### src/rtl/stuff_frame_ctrl.sv
// HDLC-style bit-stuffing framer: OPEN flag, stuffed payload, optional FCS, CLOSE flag, ABORT on underrun.
// Define STUFF_FCS_EN to append a stuffed CRC-16/X.25 FCS after the payload.
module stuff_frame_ctrl #(
    parameter int          ONES_LIMIT = 5,
    parameter logic [7:0]  FLAG       = 8'h7E
) (
    input  logic       clk,
    input  logic       rst,
    input  logic       s_valid,
    input  logic [7:0] s_data,
    input  logic       s_last,
    output logic       s_ready,
    output logic       tx_valid,
    output logic       tx_bit,
    input  logic       tx_ready,
    output logic       busy,
    output logic       frame_done,
    output logic       underrun
);

    localparam logic [2:0] LIMIT = 3'(ONES_LIMIT);

    typedef enum logic [2:0] {
        IDLE  = 3'd0,
        OPEN  = 3'd1,
        DATA  = 3'd2,
`ifdef STUFF_FCS_EN
        FCS   = 3'd3,
`endif
        CLOSE = 3'd4,
        ABORT = 3'd5
    } state_t;

`ifdef STUFF_FCS_EN
    localparam state_t POST_DATA = FCS;
`else
    localparam state_t POST_DATA = CLOSE;
`endif

    state_t      state_reg, state_next;
    logic [7:0]  hold_data_reg, hold_data_next;
    logic        hold_last_reg, hold_last_next;
    logic        hold_full_reg, hold_full_next;
    logic [7:0]  shift_reg, shift_next;
    logic        last_reg, last_next;
    logic [3:0]  cnt_reg, cnt_next;
    logic [2:0]  ones_reg, ones_next;
    logic        end_pend_reg, end_pend_next;
    logic        frame_done_reg, frame_done_next;
    logic        underrun_reg, underrun_next;
`ifdef STUFF_FCS_EN
    logic [15:0] crc_reg, crc_next;

    function automatic logic [15:0] crc_step(input logic [15:0] c, input logic b);
        logic [15:0] r;
        r = {1'b0, c[15:1]};
        if (c[0] ^ b)
            r = r ^ 16'h8408;
        return r;
    endfunction
`endif

    logic xfer;
    logic stuff;

    assign stuff      = (ones_reg == LIMIT);
    assign tx_valid   = (state_reg != IDLE);
    assign busy       = (state_reg != IDLE);
    assign xfer       = tx_valid && tx_ready;
    assign s_ready    = !hold_full_reg;
    assign frame_done = frame_done_reg;
    assign underrun   = underrun_reg;

    always_comb begin
        tx_bit = 1'b1;
        case (state_reg)
            OPEN, CLOSE: tx_bit = FLAG[cnt_reg[2:0]];
            DATA:        tx_bit = stuff ? 1'b0 : shift_reg[0];
`ifdef STUFF_FCS_EN
            FCS:         tx_bit = stuff ? 1'b0 : ~crc_reg[0];
`endif
            default:     tx_bit = 1'b1;
        endcase
    end

    always_comb begin
        state_next      = state_reg;
        hold_data_next  = hold_data_reg;
        hold_last_next  = hold_last_reg;
        hold_full_next  = hold_full_reg;
        shift_next      = shift_reg;
        last_next       = last_reg;
        cnt_next        = cnt_reg;
        ones_next       = ones_reg;
        end_pend_next   = end_pend_reg;
        frame_done_next = 1'b0;
        underrun_next   = 1'b0;
`ifdef STUFF_FCS_EN
        crc_next        = crc_reg;
`endif

        case (state_reg)
            IDLE: begin
                cnt_next      = 4'd0;
                ones_next     = 3'd0;
                end_pend_next = 1'b0;
                if (hold_full_reg)
                    state_next = OPEN;
            end
            OPEN: begin
                ones_next = 3'd0;
`ifdef STUFF_FCS_EN
                crc_next  = 16'hFFFF;
`endif
                if (xfer) begin
                    cnt_next = cnt_reg + 4'd1;
                    if (cnt_reg[2:0] == 3'd7) begin
                        cnt_next       = 4'd0;
                        shift_next     = hold_data_reg;
                        last_next      = hold_last_reg;
                        hold_full_next = 1'b0;
                        state_next     = DATA;
                    end
                end
            end
            DATA: begin
                if (xfer) begin
                    if (stuff) begin
                        // Inserted zero: no payload consumed; may be the trailer after the final byte.
                        ones_next = 3'd0;
                        if (end_pend_reg) begin
                            end_pend_next = 1'b0;
                            cnt_next      = 4'd0;
                            state_next    = POST_DATA;
                        end
                    end else begin
                        ones_next  = shift_reg[0] ? ones_reg + 3'd1 : 3'd0;
`ifdef STUFF_FCS_EN
                        crc_next   = crc_step(crc_reg, shift_reg[0]);
`endif
                        shift_next = {1'b0, shift_reg[7:1]};
                        cnt_next   = cnt_reg + 4'd1;
                        if (cnt_reg[2:0] == 3'd7) begin
                            cnt_next = 4'd0;
                            if (last_reg) begin
                                if (ones_next == LIMIT)
                                    end_pend_next = 1'b1;
                                else
                                    state_next = POST_DATA;
                            end else if (hold_full_reg) begin
                                shift_next     = hold_data_reg;
                                last_next      = hold_last_reg;
                                hold_full_next = 1'b0;
                            end else begin
                                underrun_next = 1'b1;
                                ones_next     = 3'd0;
                                state_next    = ABORT;
                            end
                        end
                    end
                end
            end
`ifdef STUFF_FCS_EN
            FCS: begin
                if (xfer) begin
                    if (stuff) begin
                        ones_next = 3'd0;
                        if (end_pend_reg) begin
                            end_pend_next = 1'b0;
                            cnt_next      = 4'd0;
                            state_next    = CLOSE;
                        end
                    end else begin
                        // The CRC register is complemented on the fly and drained LSB-first.
                        ones_next = ~crc_reg[0] ? ones_reg + 3'd1 : 3'd0;
                        crc_next  = {1'b0, crc_reg[15:1]};
                        cnt_next  = cnt_reg + 4'd1;
                        if (cnt_reg == 4'd15) begin
                            cnt_next = 4'd0;
                            if (ones_next == LIMIT)
                                end_pend_next = 1'b1;
                            else
                                state_next = CLOSE;
                        end
                    end
                end
            end
`endif
            CLOSE, ABORT: begin
                ones_next = 3'd0;
                if (xfer) begin
                    cnt_next = cnt_reg + 4'd1;
                    if (cnt_reg[2:0] == 3'd7) begin
                        cnt_next        = 4'd0;
                        frame_done_next = (state_reg == CLOSE);
                        state_next      = IDLE;
                    end
                end
            end
            default: state_next = IDLE;
        endcase

        if (s_valid && !hold_full_reg) begin
            hold_data_next = s_data;
            hold_last_next = s_last;
            hold_full_next = 1'b1;
        end
    end

    always_ff @(posedge clk) begin
        if (rst) begin
            state_reg      <= IDLE;
            hold_data_reg  <= 8'h00;
            hold_last_reg  <= 1'b0;
            hold_full_reg  <= 1'b0;
            shift_reg      <= 8'h00;
            last_reg       <= 1'b0;
            cnt_reg        <= 4'd0;
            ones_reg       <= 3'd0;
            end_pend_reg   <= 1'b0;
            frame_done_reg <= 1'b0;
            underrun_reg   <= 1'b0;
`ifdef STUFF_FCS_EN
            crc_reg        <= 16'hFFFF;
`endif
        end else begin
            state_reg      <= state_next;
            hold_data_reg  <= hold_data_next;
            hold_last_reg  <= hold_last_next;
            hold_full_reg  <= hold_full_next;
            shift_reg      <= shift_next;
            last_reg       <= last_next;
            cnt_reg        <= cnt_next;
            ones_reg       <= ones_next;
            end_pend_reg   <= end_pend_next;
            frame_done_reg <= frame_done_next;
            underrun_reg   <= underrun_next;
`ifdef STUFF_FCS_EN
            crc_reg        <= crc_next;
`endif
        end
    end

endmodule

### config.mk
export PLATFORM = sky130hd
export DESIGN_NAME = stuff_frame_ctrl
export DESIGN_NICKNAME = d
export VERILOG_FILES = /design/src/rtl/stuff_frame_ctrl.sv
export SDC_FILE = /design/constraint.sdc
export NUM_CORES = 1
export LEC_CHECK = 0
export CAP_MARGIN = 5
export CORE_MARGIN = 10
export CORE_UTILIZATION = 52
export CTS_BUF_LIST = sky130_fd_sc_hd__clkbuf_8
export DETAILED_ROUTE_END_ITERATION = 7
export PLACE_DENSITY = 0.76
export SYNTH_ARGS = -nofsm -noshare
export SYNTH_HDL_FRONTEND = slang
export SYNTH_SLANG_ARGS = --single-unit
### constraint.sdc
create_clock -name clk -period 2 [get_ports clk]
set_input_delay 0.4 -clock clk [delete_from_list [all_inputs] [get_ports clk]]
set_output_delay 0.4 -clock clk [all_outputs]
set_load 0.01 [all_outputs]
==> flow_metrics.py <==
metrics = {
    "timing": {
        "hold_viol_final": 0,
        "setup_violations": 0,
        "rsz0062_at_grt": "no",
        "fmax_mhz": 524,
        "slew_viol_final": 0,
        "fin_ws_ns": 0.0919,
        "tightest_slew_ns": 0.465,
        "relSlewSlack_pct": 68.6,
        "fin_crit_sh_pct": 95.4,
        "final.setup_skew_ns": 0.00780,
        "period_needed_ns": 1.91,
    },
    "place": {
        "io_buffers": 18,
        "post_dp_cell_area_sq_mm": 0.00207,
        "place_hpwl_um": 2980,
        "place.gp.congestion": 0.881,
        "dp_slack_ns": -0.0349,
    },
    "routing": {
        "dr_wl_met2_um": 2010,
        "wl_met3_um": 268,
        "wirelength_um": 4060,
        "wire_per_inst_um": 14.3,
        "dr.pass1.iters": 4,
        "m1WireLength_um": 1690,
        "routed-via-count": 1584,
        "drt_iter0_markers": 189,
        "antenna_left": 0,
        "route.detailed.drc": 0,
        "vias_per_cell": 5.58,
        "top_layer_used": "met4",
    },
    "critical_path": {
        "worstPathBufferInverterCount": 2,
        "cp.required_ns": 1.60,
        "worstSetupPathType": "reg -> out",
        "start_kind": "flop",
        "worst_setup_path_end_kind": "primary output",
        "cpPeakStageDelay_ns": 0.53,
        "arrival_ns": 1.51,
        "critPathTopFamily": "buffers and inverters",
        "cp_slowest_cell": "clkdlybuf4s50_1",
        "cp_max_fo": 9,
        "crit_chain": "buf_6 -> nor2_4 -> nand2_1 -> clkdlybuf4s50_1",
    },
    "yosys": {
        "synth_nets": 212,
        "synth_edf_count": 0,
        "synthCells": 195,
        "synth_cell_types": 52,
        "ys.flop_type": "dfxtp_1",
        "yosysSeqAreaShare_pct": 38.4,
        "ys_warn_count": 0,
        "syn_area_sq_mm": 0.00167,
        "async_flop_share_pct": 0,
        "ys_ff_latch": 32,
        "avgSynthCellArea_sq_um": 8.57,
    },
    "clock_network": {
        "htreeDepth": 2,
        "hold_buffers": 0,
        "clock_latency_ns": 0.29,
        "clockBufferDepth": 2,
        "cts.sinks": 32,
        "clk_pin_slew_ns": 0.07,
        "cts_root_buffer": "clkbuf_8",
        "cts_tree": "yes",
        "cts_buffers": 5,
    },
    "power": {
        "leakagePower_nw": 0.911,
        "power_density_mw_per_mm2": 739,
        "ir_worst_vdd_v": 0.000509,
    },
    "grt": {
        "grt_max_degree": 33,
        "antenna_found_initial": 0,
        "grt_pass1_vias": 1532,
        "grt-ovfl-total": 0,
        "grt_pass1_wl_um": 6720,
        "track_usage_pct": 13.6,
    },
    "layout": {
        "final_core_util_pct": 72.8,
        "n_fill_cell": 226,
        "fin_nets": 256,
        "area_delta_synth_final_pct": 33.0,
        "drive_gt1_share_pct": 24.6,
        "final_area_sq_mm": 0.00222,
        "diodes": 0,
    },
    "die": {
        "initial_utilization_pct": 54.7,
        "pin_count": 19,
        "dieArea_sq_mm": 0.00588,
        "die_w_um": 76.7,
        "core_sq_mm": 0.00305,
        "fp-row-count": 20,
        "dieHeight_um": 76.7,
    },
    "worst_hold_path": {
        "worst_hold_path_type": "reg -> reg",
    },
    "outcome": {
        "outcome": "finished, final reports clean",
    },
    "job": {
        "cap_violations": 0,
    },
}
layout make-up:
cell class | instances | area (sq um) | area share [%]
multi-input combinational | 147 | 986 | 44.4
clock buffer | 6 | 82.6 | 3.72
timing repair buffer | 47 | 419 | 18.9
inverter | 6 | 22.5 | 1.01
clock inverter | 2 | 11.3 | 0.507
tap | 44 | 55.1 | 2.48
sequential | 32 | 646 | 29.1
cells by family after synthesis:
| group | Yosys count | synth area share [%] |
|---|---|---|
| compound gates | 49 | 21.3 |
| buf+inv | 16 | 4.19 |
| simple gates | 77 | 22.5 |
| fa+ha+maj | 4 | 3.00 |
| flops | 32 | 38.4 |
| xor+xnor | 1 | 0.524 |
| mux | 16 | 10.1 |
stage by stage:
step           instances  power, mW  TNS (ns)  hold slack [ns]
2_1_floorplan        195      0.956         0            0.429
3_3_place_gp         274       1.11         0            0.440
3_5_place_dp         274       1.13   -0.0605            0.449
4_1_cts              283       1.64   -0.0131            0.459
5_1_grt              284       1.73         0            0.495
6_report             284       1.64         0            0.457
cell usage after synthesis, types with 3 or more instances:
cell type,count,area [sq um]
nand3_1,3,15.0
mux2i_1,9,90.1
clkbuf_1,5,18.8
nand2_1,28,105
o21ai_0,8,40.0
dfxtp_1,32,641
inv_1,5,18.8
nand2b_1,3,18.8
nor3_1,5,25.0
a21oi_1,23,115
nor2_1,19,71.3
mux2_1,4,45.0
mux2_2,3,33.8
ha_1,4,50.1
worst register-to-register path: stages, from the launching register on:
cell      delay [ns]
dfxtp_1         0.34
ha_2            0.20
ha_4            0.16
inv_2           0.06
o311ai_4        0.29
buf_6           0.17
mux2_1          0.32
mux2i_1         0.17
nor2_1          0.06
worst paths after layout:
path / from / depth (start not counted) / slack (ns) / endpoint
worst min register to register: hold_data_reg[7] / 2 / 0.46 / hold_data_reg[7]
worst max register to register: cnt_reg[0] / 8 / 0.11 / shift_reg[4]
worst max-delay path: state_reg[2] / 4 / 0.09 / busy
worst min-delay path: hold_data_reg[7] / 2 / 0.46 / hold_data_reg[7]
timing repair:
action | CTS | global route
resized for setup | 8 | 11
pin swaps | 2 | 5
setup buffers | 1 | 1
endpoints found under the setup margin | 7 | 8
endpoints found under the hold margin | 0 | 0
per-layer routing:
metal | track usage [%] | vias up
met5 | 0 | -
met4 | 5.76 | 0
met3 | 4.43 | 15
met2 | 24.0 | 63
met1 | 14.3 | 728
li1 | - | 778
placed cells by master (no fill, tap or decap), types with 2 or more instances in the layout:
master / instances
a21oi_2: 2
o311ai_0: 2
nor2_1: 19
a221o_1: 2
mux2_1: 4
nand2b_1: 3
o21ai_0: 8
clkbuf_8: 6
dfxtp_1: 28
inv_2: 2
mux2_2: 3
ha_1: 2
nand2_1: 28
buf_6: 3
dfxtp_2: 4
a211o_1: 2
a21oi_1: 21
nor3_1: 5
clkdlybuf4s50_1: 16
inv_1: 5
mux2i_1: 9
or3b_4: 2
nand3_1: 3
buf_4: 25
nor2b_1: 2
report_power, final:
| group | switching [mW] | internal, mW | total, mW |
|---|---|---|---|
| clock network | 0.236 | 0.274 | 0.510 |
| logic | 0.212 | 0.226 | 0.438 |
| registers | 0.0224 | 0.672 | 0.694 |
| total | 0.471 | 1.17 | 1.64 |
No activity file was read; power rests on OpenSTA's default activity.
